### config.mk
export PLATFORM = sky130hd
export DESIGN_NAME = joy_serial_mp
export DESIGN_NICKNAME = d
export VERILOG_FILES = /design/src/rtl/joy_serial_pkg.sv /design/src/rtl/joy_serial_phase.sv /design/src/rtl/joy_serial_mp.sv
export SDC_FILE = /design/constraint.sdc
export NUM_CORES = 1
export LEC_CHECK = 0
export ABC_AREA = 1
export BUFFER_PORTS_ARGS = -buffer_cell sky130_fd_sc_hd__buf_4
export CELL_PAD_IN_SITES_DETAIL_PLACEMENT = 1
export CELL_PAD_IN_SITES_GLOBAL_PLACEMENT = 1
export CORE_ASPECT_RATIO = 1.2
export CORE_MARGIN = 3
export CORE_UTILIZATION = 46
export DETAILED_ROUTE_END_ITERATION = 10
export HOLD_SLACK_MARGIN = 0.03
export PLACE_DENSITY = 0.9
export SETUP_SLACK_MARGIN = 0.3
export SLEW_MARGIN = 10
export SYNTH_ARGS = -nofsm -noshare
export SYNTH_HDL_FRONTEND = slang
export SYNTH_SLANG_ARGS = --single-unit
### constraint.sdc
create_clock -name clk -period 3.1 [get_ports clk]
set_input_delay 0.31 -clock clk [delete_from_list [all_inputs] [get_ports clk]]
set_output_delay 0.31 -clock clk [all_outputs]
set_load 0.01 [all_outputs]
### src/rtl/joy_serial_pkg.sv
// Shared types and helpers for the serial joystick receiver.
package joy_serial_pkg;

  typedef enum logic [2:0] {
    IDLE,
    LOAD,
    SETUP,
    SHIFT_LO,
    SHIFT_HI,
    COMMIT
  } state_t;

  localparam int MAX_PLAYERS = 4;
  localparam int MAX_BITS    = 16;

  function automatic int min_poll_div(
    input int players,
    input int bits,
    input int clk_div
  );
    return 2 * clk_div * (players * bits + 1) + 2;
  endfunction

  function automatic int cnt_width(input int n);
    return (n > 1) ? $clog2(n) : 1;
  endfunction

endpackage

### src/rtl/joy_serial_phase.sv
// Half-phase timer: phase_last marks the final cycle of each
// CLK_DIV-long strobe phase while run is high.
module joy_serial_phase
  import joy_serial_pkg::*;
#(
  parameter int CLK_DIV = 24
) (
  input  logic clk,
  input  logic reset,
  input  logic run,
  output logic phase_last
);

  localparam int W = cnt_width(CLK_DIV);
  localparam logic [W-1:0] LAST = W'(CLK_DIV - 1);

  logic [W-1:0] cnt;

  assign phase_last = run && (cnt == LAST);

  always_ff @(posedge clk) begin
    if (reset || !run || phase_last)
      cnt <= '0;
    else
      cnt <= cnt + 1'b1;
  end

endmodule

### src/rtl/joy_serial_mp.sv
// Multi-player serial pad receiver for a 74HC165-style chain.
// Define JOY_SERIAL_DEBOUNCE_EN to accept only two identical frames.
module joy_serial_mp
  import joy_serial_pkg::*;
#(
  parameter int PLAYERS  = 2,
  parameter int BITS     = 16,
  parameter int CLK_DIV  = 24,
  parameter int POLL_DIV = 48000,
  parameter bit INVERT   = 1'b1
) (
  input  logic                    clk,
  input  logic                    reset,
  output logic                    joy_clk,
  output logic                    joy_load,
  input  logic                    joy_data,
  output logic [PLAYERS*BITS-1:0] joystick,
  output logic                    frame_done
);

  localparam int N  = PLAYERS * BITS;
  localparam int KW = cnt_width(N);
  localparam int PW = cnt_width(POLL_DIV);

  localparam logic [KW-1:0] K_LAST   = KW'(N - 1);
  localparam logic [PW-1:0] P_WRAP   = PW'(POLL_DIV - 1);
  // Leaving IDLE one cycle early makes the registered joy_load
  // fall exactly on the poll terminal cycle.
  localparam logic [PW-1:0] P_LAUNCH = PW'(POLL_DIV - 2);

  if (PLAYERS < 1 || PLAYERS > MAX_PLAYERS ||
      BITS < 1 || BITS > MAX_BITS || CLK_DIV < 1 ||
      POLL_DIV < min_poll_div(PLAYERS, BITS, CLK_DIV)) begin : g_bad
    $error("joy_serial_mp: illegal parameter set");
  end

  state_t          state;
  state_t          state_nxt;
  logic [PW-1:0]   poll_cnt;
  logic [KW-1:0]   bit_idx;
  logic [N-1:0]    frame;
  logic            run;
  logic            phase_last;
  logic            sample;
  logic            commit;

  joy_serial_phase #(
    .CLK_DIV (CLK_DIV)
  ) u_phase (
    .clk        (clk),
    .reset      (reset),
    .run        (run),
    .phase_last (phase_last)
  );

  always_ff @(posedge clk) begin
    if (reset || poll_cnt == P_WRAP)
      poll_cnt <= '0;
    else
      poll_cnt <= poll_cnt + 1'b1;
  end

  always_ff @(posedge clk) begin
    if (reset)
      state <= IDLE;
    else
      state <= state_nxt;
  end

  always_comb begin
    state_nxt = state;
    sample    = 1'b0;
    commit    = 1'b0;
    run       = 1'b0;
    unique case (state)
      IDLE: begin
        if (poll_cnt == P_LAUNCH)
          state_nxt = LOAD;
      end
      LOAD: begin
        run = 1'b1;
        if (phase_last)
          state_nxt = SETUP;
      end
      SETUP: begin
        run = 1'b1;
        if (phase_last)
          state_nxt = SHIFT_LO;
      end
      SHIFT_LO: begin
        run = 1'b1;
        if (phase_last) begin
          sample    = 1'b1;
          state_nxt = SHIFT_HI;
        end
      end
      SHIFT_HI: begin
        run = 1'b1;
        if (phase_last)
          state_nxt = (bit_idx == K_LAST) ? COMMIT : SHIFT_LO;
      end
      COMMIT: begin
        commit    = 1'b1;
        state_nxt = IDLE;
      end
      default: state_nxt = IDLE;
    endcase
  end

  always_ff @(posedge clk) begin
    if (reset) begin
      joy_clk    <= 1'b0;
      joy_load   <= 1'b1;
      frame_done <= 1'b0;
      bit_idx    <= '0;
      frame      <= '0;
    end else begin
      joy_clk    <= (state_nxt == SHIFT_HI);
      joy_load   <= (state_nxt != LOAD);
      frame_done <= commit;
      if (state == IDLE)
        bit_idx <= '0;
      else if (state == SHIFT_HI && phase_last)
        bit_idx <= bit_idx + 1'b1;
      if (sample)
        frame[bit_idx] <= joy_data ^ INVERT;
    end
  end

`ifdef JOY_SERIAL_DEBOUNCE_EN
  logic [N-1:0] shadow;

  always_ff @(posedge clk) begin
    if (reset) begin
      shadow   <= '0;
      joystick <= '0;
    end else if (commit) begin
      shadow <= frame;
      if (frame == shadow)
        joystick <= frame;
    end
  end
`else
  always_ff @(posedge clk) begin
    if (reset)
      joystick <= '0;
    else if (commit)
      joystick <= frame;
  end
`endif

endmodule

Yosys cells after proc, flatten, opt, wreduce, memory -nomap -nowiden. Index checks and enable logic that the tools add are counted.

Bits in registers: 96. Input bits: 3. Output and inout bits: 35. Word-level logic and storage cells: 50.

$add $sub $neg: 3. Magnitude comparators: 2. Equality and inequality tests: 11. Muxes and demuxes: 14. Bitwise operators: 1. Reduce and logical (&&, ||, !) cells: 10.

Operator list (count): $bwmux W32 (1); $eq A16 B16 Y1 const B (2); $mux W3 (6); $add A16 B1 Y16 const B (1); $pmux W3 S5 (1); $add A5 B1 Y5 const B (2); $eq A5 B5 Y1 const B (2); $eq A3 B3 Y1 const B (3); $eq A3 B2 Y1 const B (2); $lt A5 B6 Y1 const B (1); $demux W1 S5 (1); $ge A5 B1 Y1 const B (1); $mux W1 (5); $reduce_or A4 Y1 (1); $eq A3 B1 Y1 const B (1); $logic_and A1 B1 Y1 (3); $logic_not A3 Y1 (1); $logic_or A1 B1 Y1 (3); $ne A3 B1 Y1 const B (1); $reduce_or A2 Y1 (1); $logic_not A1 Y1 (1); $not A1 Y1 (1).

Longest topological paths before layout.
Word-level depth: 7. Mapped depth: 9.

By module. A second synthesis with hierarchy kept.

Cells, all modules: 543. Area total of the unflattened synthesis: 4088.9 µm².

By module, submodules not included: joy_serial_mp (times used 1, cells each 514, area each 3858.7 µm², seq. area each 1821.7 µm²); joy_serial_phase (times used 1, cells each 29, area each 230.2 µm², seq. area each 100.1 µm²).

Least setup slack after synthesis. OpenSTA, ideal clock, no wires.

Path kind: register to register. Start point: reg bit_idx[0]. End point: reg joy_load. Library setup time: 0.123 ns. Data arrival time: 1.289 ns. Slack: 1.687 ns. Cell stages (with the launch flop): 9. Period minus slack after synthesis: 1.413 ns. Cells stage by stage: dfxtp_1 -> ha_1 -> inv_1 -> nor2_1 -> ha_1 -> o21ai_0 -> nand2_1 -> nor2_1 -> nand3_1.

Cells in the longest elaborated chain, start to end: 5.

Ends and longest elaborated chain: from (decl) (RTL line joy_serial_mp.sv:40) `logic [KW-1:0] bit_idx;`; from (signal assigned) (RTL line joy_serial_mp.sv:124) `bit_idx <= bit_idx + 1'b1;`; $eq A5 B5 Y1 (RTL line joy_serial_mp.sv:100) `state_nxt = (bit_idx == K_LAST) ? COMMIT : SHIFT_LO;`; $mux W3 (RTL line joy_serial_mp.sv:100); $mux W3 (RTL line joy_serial_mp.sv:99) `if (phase_last)`; $pmux W3 S5 (RTL line joy_serial_mp.sv:75) `unique case (state)`; $ne A3 B1 Y1 (RTL line joy_serial_mp.sv:119) `joy_load <= (state_nxt != LOAD);`; to (signal assigned) (RTL line joy_serial_mp.sv:119); to (decl) (RTL line joy_serial_mp.sv:15) `output logic joy_load,`.

No other way between the ends. A chain may end at the register's enable or synchronous reset.

Worst setup path in the final report.
Start point: reg poll_cnt[0]. End point: reg poll_cnt[11].

Cells in the longest elaborated chain, start to end: 2. Elaborated cells on any way between the ends: 3. Classes of those cells: 1 x add/sub; 1 x eq/ne; 1 x reduce/logical.

Ends and longest elaborated chain: from (decl) (RTL line joy_serial_mp.sv:39) `logic [PW-1:0] poll_cnt;`; from (signal assigned) (RTL line joy_serial_mp.sv:60) `poll_cnt <= poll_cnt + 1'b1;`; branches (longest 2 deep; another with $add A16 B1 Y16).

Parallel ways; which one is timed is not known.

==> flow_metrics.py <==
metrics = {
    "timing": {
        "finalSetupViolations": 0,
        "worst_hold_slack_ps": 232.2,
        "min_period_over_period": 0.5948,
        "drv_slew": 0,
        "fmax_ghz": 0.5423,
        "min_period_ps": 1844,
        "worstMarginPinSlew_ps": 559.4,
        "rsz0062_at_grt": "false",
        "slew_headroom": 0.6271,
        "tns_ps": 0,
        "hold_viol": 0,
        "finClkSkew_ps": 9.883,
        "timing.final.ws_setup_ps": 1256,
    },
    "floorplanning": {
        "core_area_um2": 8703,
        "io_pins": 38,
        "die_h_um": 110.2,
        "start_util": 0.4780,
        "die_area_um2": 10230,
        "die_w_um": 92.82,
        "core.rowCount": 37,
    },
    "critical_path": {
        "crit_type": "flop to flop",
        "start_kind": "flop",
        "end_kind": "flop",
        "crit_fanout": 13,
        "crit_required_ps": 3380,
        "critical_path_arrival_ps": 2120,
    },
    "global_route": {
        "overflow": 0,
        "antenna_found_initial": 0,
        "grt_pass1_vias": 3886,
        "grt_pass1_wl_um": 17440,
        "grt_usage": 0.2114,
        "grt_max_degree": 66,
    },
    "synthesis": {
        "async_flop_share": 0,
        "synth-main-ff-cell": "dfxtp_1",
        "synth_area_leaders": "dfxtp_1, a21oi_1, nand2_1",
        "synth_area_um2": 4160,
        "synthesis.nets": 588,
        "syn_area_per_cell_um2": 7.210,
        "yosys.cell_types.count": 25,
        "ys_seq_elements": 96,
        "netlist_instances": 577,
        "synth-edff-count": 0,
        "synth_warnings": 0,
        "synth_top_area_cell": "dfxtp_1",
        "yosysSeqAreaShare": 0.4620,
        "netlist.area_leader.share": 0.4620,
    },
    "cts": {
        "cts_tree": "built",
        "cts_max_level": 3,
        "holdBufCountCts": 0,
        "cts_root_buf": "clkbuf_8",
        "cts.sinks": 96,
        "clk_latency_ps": 370,
        "cts_setup_buffers": 0,
        "clk_pin_slew_worst_paths_ps": 90,
        "cts_inserted_buffers": 9,
        "post_cts_resized": 0,
        "clock_path_buffers": 2,
    },
    "placement": {
        "place_area_um2": 4507,
        "hpwl_um": 7485,
        "place.gp.congestion": 0.8236,
        "preCtsSetupSlack_ps": 1223,
        "port_buffers": 37,
    },
    "min_path": {
        "hold_path_class": "input port to flop",
    },
    "detailed_routing": {
        "drc": 0,
        "vias_per_cell": 5.196,
        "ant_nets": 0,
        "vias": 3783,
        "wl_per_cell_um": 13.97,
        "wirelength_um": 10170,
        "drt_iter0_markers": 127,
        "dr.pass1.iters": 5,
    },
    "final_layout": {
        "final_cell_area_um2": 4690,
        "fillers": 1179,
        "diodes": 0,
        "drive_gt1_frac": 0.1097,
        "fin_nets": 617,
        "synthToLayoutAreaGrowth_pct": 12.72,
    },
    "power": {
        "vdd_drop_max_v": 0.0001820,
        "finalPower_uw": 2068,
        "powerDensity_nw_per_um2": 440.9,
        "power_leakage_uw": 0.001767,
    },
    "outcome": {
        "status": "complete, no violations",
    },
    "run": {
        "drv_cap": 0,
    },
}
metal layers:
layer | GRT usage | routed length, µm | vias up
li1 | - | - | 1900
met1 | 0.2279 | 4102 | 1812
met2 | 0.4004 | 5542 | 52
met3 | 0.03598 | 298 | 19
met4 | 0.09948 | 223 | 0
met5 | 0 | 0 | -
final timing paths:
check,end,startpoint,cells after the start,slack (ps)
setup / recovery,poll_cnt[11]$_SDFF_PP0_,poll_cnt[0]$_SDFF_PP0_,8,1260
hold / removal,frame[20]$_SDFFE_PP0P_,reset,2,230
setup reg to reg,poll_cnt[11]$_SDFF_PP0_,poll_cnt[0]$_SDFF_PP0_,8,1260
hold reg to reg,joystick[7]$_SDFFE_PP0P_,joystick[7]$_SDFFE_PP0P_,2,450
logic make-up (layout without fill, tap and decap cells):
kind of cell / count (synthesis) / count (layout) / synth area share
compound gates: 117 / 117 / 0.1432
xor+xnor: 8 / 8 / 0.01684
fa+ha+maj: 8 / 8 / 0.02406
buf+inv: 98 / 132 / 0.09444
flops: 96 / 96 / 0.4620
simple gates: 250 / 250 / 0.2595
worst max-delay path, cell delays in order, from the launching register on:
cell	delay [ps]
dfxtp_1	400
ha_1	270
nand3_1	180
nor3_1	180
nand2_1	70
nand2_1	360
inv_1	140
nand2_1	100
inv_1	50
final cells by class:
cell class | count | area, µm² | area share
flip-flops and latches | 96 | 1922 | 0.4098
multi-input cells | 383 | 1851 | 0.3946
repair buffers | 40 | 300.3 | 0.06403
inverters | 76 | 287.8 | 0.06137
clock buffers | 12 | 155.1 | 0.03308
well taps | 117 | 146.4 | 0.03122
clock inverters | 4 | 27.53 | 0.005870
placed cells by master (no fill, tap or decap), types with 2 or more instances in the layout:
cell type,instances
nor3_1,4
dfxtp_1,96
nor2_1,78
a211oi_1,2
xnor2_1,5
xor2_1,3
inv_1,74
nand4_1,3
nand2_1,97
ha_1,8
a21oi_1,74
clkinv_2,2
or2_2,2
o21ai_0,39
clkbuf_8,11
buf_4,40
nor2_4,5
nand3_1,57
power by group:
group / internal, µW / switching [µW]
logic: 14.0 / 37.1
clock network: 338 / 440
registers: 1240 / 3.38
total: 1590 / 481
synthesized netlist by cell type (2+ instances only):
library cell and number:
o21ai_0 39, buf_2 6, nor2_4 5, nand4_1 3, ha_1 8, nor3_1 4, dfxtp_1 96, nand3_1 58
buf_6 2, xnor2_1 5, inv_1 74, or2_2 2, clkbuf_1 14, nand2_1 97, xor2_1 3, a21oi_1 74
nor2_1 78, a211oi_1 2
stage by stage:
stage / utilization / std cells
floorplan: - / 577
global placement: 0.5178 / 712
detailed placement: 0.5178 / 712
CTS: 0.5388 / 728
global route: 0.5388 / 728
finish: 0.5388 / 728
state kept, by name, summed over array words and instances, names as in the netlist:
name	flops
bit_idx	5
frame	32
frame_done	1
joy_clk	1
joy_load	1
joystick	32
poll_cnt	16
state	3
u_phase.cnt	5
Note: power is estimated with default switching activity, not from simulation.
